$ cat src/rtl/cpu_control_fsm.sv
// cpu_control_fsm: multi-cycle CPU control sequencer.
// The optional JAL decode and link strobe are built only when the JAL_EN macro is defined.
// Outputs decode from the current state, plus the stall input that gates the write strobes.
module cpu_control_fsm #(
    parameter int unsigned INSTR_W = 16,
    parameter int unsigned MEM_LAT = 0,
    parameter int unsigned FLAG_W  = 5
) (
    input  logic               clk,
    input  logic               rst,
    input  logic [INSTR_W-1:0] instruction,
    input  logic [FLAG_W-1:0]  flagModuleOut,
    input  logic               stall,
    output logic               PC_enable,
    output logic               R_enable,
    output logic               LScntl,
    output logic               ALU_Mux_cntl,
    output logic               WE,
    output logic               irenable,
    output logic [1:0]         PC_mux,
    output logic               link_en,
    output logic [3:0]         state_o
);

    localparam int unsigned CNT_W = 4;
    localparam int unsigned OP_W  = 16;

    typedef enum logic [3:0] {
        S_FETCH     = 4'd0,
        S_DECODE    = 4'd1,
        S_EXEC      = 4'd2,
        S_STORE     = 4'd3,
        S_LOAD_ADDR = 4'd4,
        S_LOAD_WB   = 4'd5,
        S_BRANCH    = 4'd6,
        S_JUMP      = 4'd7,
        S_WAIT      = 4'd8
    } state_t;

    state_t           state_q, state_d;
    logic [CNT_W-1:0] cnt_q, cnt_d;
    logic             from_store_q, from_store_d;
`ifdef JAL_EN
    logic             jal_q, jal_d;
`endif

    logic [OP_W-1:0]  op;
    logic             flag_c, flag_l, flag_f, flag_z, flag_n;
    logic             is_mem_grp, is_load, is_store, is_jcond, is_bcond, is_jal;
    logic             cond_true;
    logic             unused_bits;

    // Opcode field and flag aliases
    assign op          = instruction[INSTR_W-1 -: OP_W];
    assign flag_c      = flagModuleOut[0];
    assign flag_l      = flagModuleOut[1];
    assign flag_f      = flagModuleOut[2];
    assign flag_z      = flagModuleOut[3];
    assign flag_n      = flagModuleOut[4];
    assign unused_bits = ^{instruction, flagModuleOut};

    // Instruction class decode
    assign is_mem_grp = (op[15:12] == 4'b0100);
    assign is_load    = is_mem_grp && (op[7:4] == 4'b0000);
    assign is_store   = is_mem_grp && (op[7:4] == 4'b0100);
    assign is_jcond   = is_mem_grp && (op[7:4] == 4'b1100);
    assign is_bcond   = (op[15:12] == 4'b1100);
`ifdef JAL_EN
    assign is_jal     = is_mem_grp && (op[7:4] == 4'b1000);
`else
    assign is_jal     = 1'b0;
`endif

    // Condition code evaluation
    always_comb begin
        cond_true = 1'b0;
        case (op[11:8])
            4'h0: cond_true = flag_z;
            4'h1: cond_true = !flag_z;
            4'h2: cond_true = flag_c;
            4'h3: cond_true = !flag_c;
            4'h4: cond_true = flag_l;
            4'h5: cond_true = !flag_l;
            4'h6: cond_true = flag_n;
            4'h7: cond_true = !flag_n;
            4'h8: cond_true = flag_f;
            4'h9: cond_true = !flag_f;
            4'hA: cond_true = !flag_l && !flag_z;
            4'hB: cond_true = flag_l || flag_z;
            4'hC: cond_true = !flag_n && !flag_z;
            4'hD: cond_true = flag_n || flag_z;
            4'hE: cond_true = 1'b1;
            default: cond_true = 1'b0;
        endcase
    end

    // State, wait counter and context registers
    always_ff @(posedge clk or negedge rst) begin
        if (!rst) begin
            state_q      <= S_FETCH;
            cnt_q        <= '0;
            from_store_q <= 1'b0;
`ifdef JAL_EN
            jal_q        <= 1'b0;
`endif
        end else begin
            state_q      <= state_d;
            cnt_q        <= cnt_d;
            from_store_q <= from_store_d;
`ifdef JAL_EN
            jal_q        <= jal_d;
`endif
        end
    end

    // Next-state and output decode
    always_comb begin
        state_d      = state_q;
        cnt_d        = cnt_q;
        from_store_d = from_store_q;
`ifdef JAL_EN
        jal_d        = jal_q;
`endif
        PC_enable    = 1'b0;
        R_enable     = 1'b0;
        LScntl       = 1'b0;
        ALU_Mux_cntl = 1'b0;
        WE           = 1'b0;
        irenable     = 1'b0;
        PC_mux       = 2'b00;
        link_en      = 1'b0;

        case (state_q)
            S_FETCH: begin
                LScntl       = 1'b1;
                ALU_Mux_cntl = 1'b1;
                state_d      = S_DECODE;
            end
            S_DECODE: begin
                LScntl = 1'b1;
`ifdef JAL_EN
                jal_d  = is_jal;
`endif
                if (is_load) begin
                    state_d = S_LOAD_ADDR;
                end else if (is_store) begin
                    state_d = S_STORE;
                end else if ((is_jcond && cond_true) || is_jal) begin
                    state_d = S_JUMP;
                end else if (is_bcond && cond_true) begin
                    state_d = S_BRANCH;
                end else begin
                    state_d = S_EXEC;
                end
            end
            S_EXEC: begin
                PC_enable    = 1'b1;
                R_enable     = 1'b1;
                ALU_Mux_cntl = 1'b1;
                irenable     = 1'b1;
                LScntl       = 1'b1;
                state_d      = S_FETCH;
            end
            S_STORE: begin
                PC_enable = 1'b1;
                WE        = 1'b1;
                irenable  = 1'b1;
                if (MEM_LAT > 0) begin
                    state_d      = S_WAIT;
                    cnt_d        = '0;
                    from_store_d = 1'b1;
                end else begin
                    state_d = S_FETCH;
                end
            end
            S_LOAD_ADDR: begin
                irenable = 1'b1;
                if (MEM_LAT > 0) begin
                    state_d      = S_WAIT;
                    cnt_d        = '0;
                    from_store_d = 1'b0;
                end else begin
                    state_d = S_LOAD_WB;
                end
            end
            S_WAIT: begin
                // Mirror the memory state that entered the wait, without the write strobe
                PC_enable = from_store_q;
                irenable  = 1'b1;
                if (cnt_q == CNT_W'(MEM_LAT - 1)) begin
                    state_d = from_store_q ? S_FETCH : S_LOAD_WB;
                    cnt_d   = '0;
                end else begin
                    cnt_d = cnt_q + CNT_W'(1);
                end
            end
            S_LOAD_WB: begin
                PC_enable = 1'b1;
                R_enable  = 1'b1;
                irenable  = 1'b1;
                state_d   = S_FETCH;
            end
            S_BRANCH: begin
                PC_enable = 1'b1;
                PC_mux    = 2'b01;
                irenable  = 1'b1;
                state_d   = S_FETCH;
            end
            S_JUMP: begin
                PC_enable = 1'b1;
                PC_mux    = 2'b10;
                irenable  = 1'b1;
`ifdef JAL_EN
                if (jal_q) begin
                    link_en      = 1'b1;
                    R_enable     = 1'b1;
                    ALU_Mux_cntl = 1'b1;
                end
`endif
                state_d   = S_FETCH;
            end
            default: begin
                state_d = S_FETCH;
                cnt_d   = '0;
            end
        endcase

        // External hold freezes sequencing and suppresses all write strobes
        if (stall) begin
            state_d      = state_q;
            cnt_d        = cnt_q;
            from_store_d = from_store_q;
`ifdef JAL_EN
            jal_d        = jal_q;
`endif
            PC_enable    = 1'b0;
            R_enable     = 1'b0;
            WE           = 1'b0;
            link_en      = 1'b0;
        end
    end

    assign state_o = state_q;

endmodule

$ cat config.mk
export PLATFORM = sky130hd
export DESIGN_NAME = cpu_control_fsm
export DESIGN_NICKNAME = d
export VERILOG_FILES = /design/src/rtl/cpu_control_fsm.sv
export SDC_FILE = /design/constraint.sdc
export NUM_CORES = 1
export LEC_CHECK = 0
export BUFFER_PORTS_ARGS = -buffer_cell sky130_fd_sc_hd__buf_2
export CAP_MARGIN = 20
export CORE_AREA = 2 2 39 41
export CTS_CLUSTER_SIZE = 20
export DETAILED_ROUTE_END_ITERATION = 8
export DIE_AREA = 0 0 41 43
export GPL_ROUTABILITY_DRIVEN = 0
export GPL_TIMING_DRIVEN = 0
export PLACE_DENSITY = 0.75
export SLEW_MARGIN = 40
export SYNTH_ARGS = -nofsm -noshare
export SYNTH_HDL_FRONTEND = slang
export SYNTH_SLANG_ARGS = --single-unit
$ cat constraint.sdc
create_clock -name clk -period 1.7 [get_ports clk]
set_clock_uncertainty 0.1 [all_clocks]
set_input_delay 0.51 -clock clk [delete_from_list [all_inputs] [get_ports clk]]
set_output_delay 0.51 -clock clk [all_outputs]
set_load 0.005 [all_outputs]
Yosys cells after proc, flatten, opt, wreduce, memory -nomap -nowiden
Cells that the tools add are included.
{"block": "totals", "ram_bits": 0, "latchBits": 0, "out_inout_bits": 13, "n_memories": 0, "word_cells": 77, "ff_bits": 8, "mem_bits_ro": 0, "input_bits": 24}
{"block": "op_classes", "addsub": 1, "shifts": 0, "div_mod_pow": 0, "n_lt_le_gt_ge": 0, "bitwise": 2, "mux": 19, "n_eq_ne": 28, "n_reduce_logical": 25, "mul": 0}
{"op": "equality test 4 bit (second input constant)", "n": 11}
{"op": "equality test 4 x 3 -> 1 bit (second input constant)", "n": 10}
{"op": "equality test 4 x 2 -> 1 bit (second input constant)", "n": 4}
{"op": "one-hot mux 4 bit (4 select lines)", "n": 1}
{"op": "one-hot mux 1 bit (15 select lines)", "n": 1}
{"op": "zero test 4 bit", "n": 3}
{"op": "2-to-1 mux 3 bit", "n": 4}
{"op": "2-to-1 mux 1 bit", "n": 9}
{"op": "equality test 4 x 1 -> 1 bit (second input constant)", "n": 2}
{"op": "2-to-1 mux 4 bit", "n": 2}
{"op": "one-hot mux 4 bit (2 select lines)", "n": 1}
{"op": "OR reduction 8 bit", "n": 1}
{"op": "logical AND 1 bit", "n": 7}
{"op": "OR reduction 7 bit", "n": 1}
{"op": "zero test 1 bit", "n": 5}
{"op": "OR reduction 5 bit", "n": 1}
{"op": "adder 4 x 1 -> 4 bit (second input constant)", "n": 1}
{"op": "one-hot mux 2 bit (2 select lines)", "n": 1}
{"op": "AND reduction 2 bit", "n": 2}
{"op": "OR reduction 2 bit", "n": 2}
{"op": "OR reduction 3 bit", "n": 1}
{"op": "logical OR 1 bit", "n": 2}
{"op": "!= test 2 bit (second input constant)", "n": 1}
{"op": "NOT 1 bit", "n": 2}

Logic depth before layout (Yosys ltp)
{"block": "depth", "ltp_word": 9, "mapped_depth": 6, "mapped_depth_nobuf": 5}

Worst setup path before layout
OpenSTA, ideal clock, no wires.
{"block": "synth_timing", "kind": "reg-to-output", "start": "register state_q[2], in the netlist state_o[2]", "end": "output R_enable", "t_required_ns": 1.090, "path_slack_ns": 0.000, "arrival_time_ns": 1.090, "stages_incl_launch_ff": 4, "path_cell_list": "dfrtp_1 > clkbuf_1 > or3b_1 > a21oi_1"}
{"block": "synth_between", "elab_chain_cells": 4, "elab_cells_between_ends": 5, "cone_classes": "eq/ne (2); mux (2); reduce/logical (1)"}
{"element": "start, declared", "line_no": "40", "text": "state_t state_q, state_d;"}
{"element": "start signal, assigned", "line_no": "107", "text": "state_q <= state_d;"}
{"element": "equality test 4 x 3 -> 1 bit / equality test 4 x 2 -> 1 bit (equally long branches)", "line_no": "133", "text": "case (state_q)"}
{"element": "OR reduction 2 bit (no line) (*)"}
{"element": "2-to-1 mux 1 bit (*)", "line_no": "133"}
{"element": "2-to-1 mux 1 bit (*)", "line_no": "229", "text": "if (stall) begin"}
{"element": "end, declared", "line_no": "15", "text": "output logic R_enable,"}
Every way passes the cells marked *; elsewhere a longest branch is shown, timed or not.

Final worst setup path
Same ends and word-level chain as after synthesis.

==> flow_summary.yaml <==
clocking:
  htreeDepth: 1
  clock_tree_from_tritoncts: "done"
  cts-buffers-inserted: 3
  root_buffer: "sky130_fd_sc_hd__clkbuf_4"
  clkSlewWorstSetupHoldPaths_ns: 0.04
  clock-sinks: 3
  clkLatencyLatePin_ns: 0.23
  clk_path_buf_depth: 2
layout:
  final_common_cell: "sky130_fd_sc_hd__buf_2"
  max_reg_flops: 3
  fillers: 130
  final_layout_size_suffix_gt1_frac: 0.546
  fin_nets: 133
  n_antenna_cell: 0
  synthToLayoutAreaGrowth_pct: 64.5
  mostFrequentLayoutCells: "26 x sky130_fd_sc_hd__buf_2, 10 x sky130_fd_sc_hd__nor2_1, 10 x sky130_fd_sc_hd__buf_4, 4 x sky130_fd_sc_hd__nand2_1"
floorplan:
  starting_density_of_the_core: 0.354
  rows: 14
  floorplan.core_area_um2: 1380
  die_h_um: 43
  die_area_um2: 1760
  chipWidth_um: 41
  boundaryPins: 37
detailed_routing:
  first_iter_violations: 6
  vias: 629
  wl_per_cell_um: 10.8
  drt_pre_antenna_iters: 4
  drtAntennaViolNets: 0
  avgViaCountPerCell: 5.07
  drt-total-wl_um: 1340
  remaining_drc_errors: 0
critical_path:
  worst-endpoint-required_ns: 1.09
  timing.critical_path.cells: "or3b_1 -> a21oi_2 -> buf_2"
  timing.setup.critical_path_class: "reg -> out"
  worst_setup_path_start_kind: "register"
  cp_slowest_stage_delay_ns: 0.39
  critical_path_arrival_ns: 1.24
  cp-end-kind: "output pin"
  path_delay_family: "flip-flops"
  timing.critical_path.fanout_max: 2
  crit_path_top_delay_cell: "sky130_fd_sc_hd__dfrtp_2"
  critPathBufInv: 1
timing:
  rsz0062_at_grt: "true"
  timing.fmax_mhz: 540
  crit_path_time_final_ns: 1.85
  setup_viol: 5
  final_critical_path_setup_slack_ns: -0.152
  min_period_over_period: 1.09
  timing.final.max_slew_violations: 0
  whs_ns: 0.456
  hold_viol_final: 0
outcome:
  failed_checks: "negative setup slack"
  status: "finished, violations left"
yosys:
  postSynthCellCount: 68
  synth-seq-cells: 3
  synth_ff_type: "sky130_fd_sc_hd__dfrtp_1"
  cell_area_after_technology_mapping_um2: 490
  syn_avg_cell_area_um2: 7.21
  synth.distinct_cells: 37
  synth.yosys.seq_area_share: 0.153
  number_of_synthesized_flops_with_an_enable_pin: 0
  synth-async-reset-ratio: 1.00
  yosysWarnings: 0
pwr:
  peakVddDrop_v: 0.000312
  report.power.total_uw: 737
  power.static_leakage_nw: 0.387
  power_density_nw_per_um2: 913
grt:
  vias_in_the_first_global_route: 540
  grt_first_pass_wirelength_um: 1950
  grt_overflow: 0
  pin_count_of_the_biggest_net_entering_global_routing: 12
  grt_antenna_before_repair: 0
  groute.usage.overall: 0.163
placement:
  hpwlAfterDp_um: 960
  port_buffers: 28
job:
  cap_violations: 0
hold_path:
  worst_hold_path_type: "in -> reg"
[worst paths after layout]
path / slack, ns / startpoint / cells after the start / end
max: -0.15 / state_o[2] / 3 / R_enable
min: 0.46 / instruction[6] / 3 / state_o[0]
max reg2reg: 0.15 / state_o[2] / 5 / state_o[0]
min reg2reg: 0.57 / state_o[1] / 2 / state_o[1]
max in group asynchronous: 0.88 / rst / 2 / state_o[2]
min in group asynchronous: 0.50 / rst / 2 / state_o[2]
[metal layers]
layer  wire length (um)  up-vias  GRT usage
met5                  0        -          0
met4                  7        0      0.120
met3                 62        2     0.0157
met2                785       22      0.309
met1                486      281      0.135
li1                   -      324          -
[report_power, final]
part,internal (mW),switching (mW)
clock,0.0880,0.0382
combinational,0.293,0.202
sequential,0.0939,0.0216
total,0.475,0.262
[cell type report]
| class | count | area (um^2) | share of cell area |
|---|---|---|---|
| plain buffers | 6 | 58.8 | 0.0729 |
| clock buffers | 4 | 26.3 | 0.0326 |
| repair buffers | 36 | 219 | 0.271 |
| flip-flops and latches | 3 | 76.3 | 0.0946 |
| well taps | 16 | 20.0 | 0.0248 |
| inverters | 1 | 3.75 | 0.00465 |
| multi-input cells | 58 | 403 | 0.499 |
[synth_stat cells (2+ instances only)]
library cell	instances	area share
sky130_fd_sc_hd__a21oi_1	5	0.051
sky130_fd_sc_hd__and3_1	2	0.026
sky130_fd_sc_hd__buf_4	4	0.061
sky130_fd_sc_hd__clkbuf_1	3	0.023
sky130_fd_sc_hd__dfrtp_1	3	0.15
sky130_fd_sc_hd__nand2_1	4	0.031
sky130_fd_sc_hd__nand2b_1	3	0.038
sky130_fd_sc_hd__nor2_1	10	0.077
sky130_fd_sc_hd__nor4_2	2	0.051
sky130_fd_sc_hd__o21ai_0	3	0.031
sky130_fd_sc_hd__o22ai_1	2	0.026
sky130_fd_sc_hd__or3b_1	2	0.036
[worst reg2reg max path: stages, from the launching register on]
cell and delay, ns:
sky130_fd_sc_hd__dfrtp_2 0.39, sky130_fd_sc_hd__buf_4 0.17, sky130_fd_sc_hd__nor4b_2 0.44, sky130_fd_sc_hd__nand3_2 0.13, sky130_fd_sc_hd__o21a_1 0.18, sky130_fd_sc_hd__o21ai_1 0.07
[cells by family after synthesis]
group,count (synthesis),share of synthesized area
mux,1,0.0204
simple gates,34,0.439
buf+inv,8,0.0918
xor+xnor,2,0.0357
other cells,1,0.00765
flops,3,0.153
compound gates,19,0.253
[repair_timing]
action                                 CTS  global route
setup endpoints to repair                8             8
gates resized for setup                 13             7
setup buffers                            7             0
pin swaps                                4             5
endpoints found under the hold margin    3             0
hold buffers                             1             0
gates cloned                             0             0
[stage by stage]
stage	util	instances	setup slack [ns]	setup TNS, ns	cell area (um^2)
3_3_place_gp	0.474	113	-0.213	-0.561	656
6_report	0.583	124	-0.152	-0.472	807
5_1_grt	0.583	124	-0.216	-0.792	807
3_5_place_dp	0.474	113	-0.219	-0.665	656
4_1_cts	0.569	124	-0.162	-0.518	787
2_1_floorplan	-	69	0.0207	0	495
Note: power is estimated with default switching activity, not from simulation.
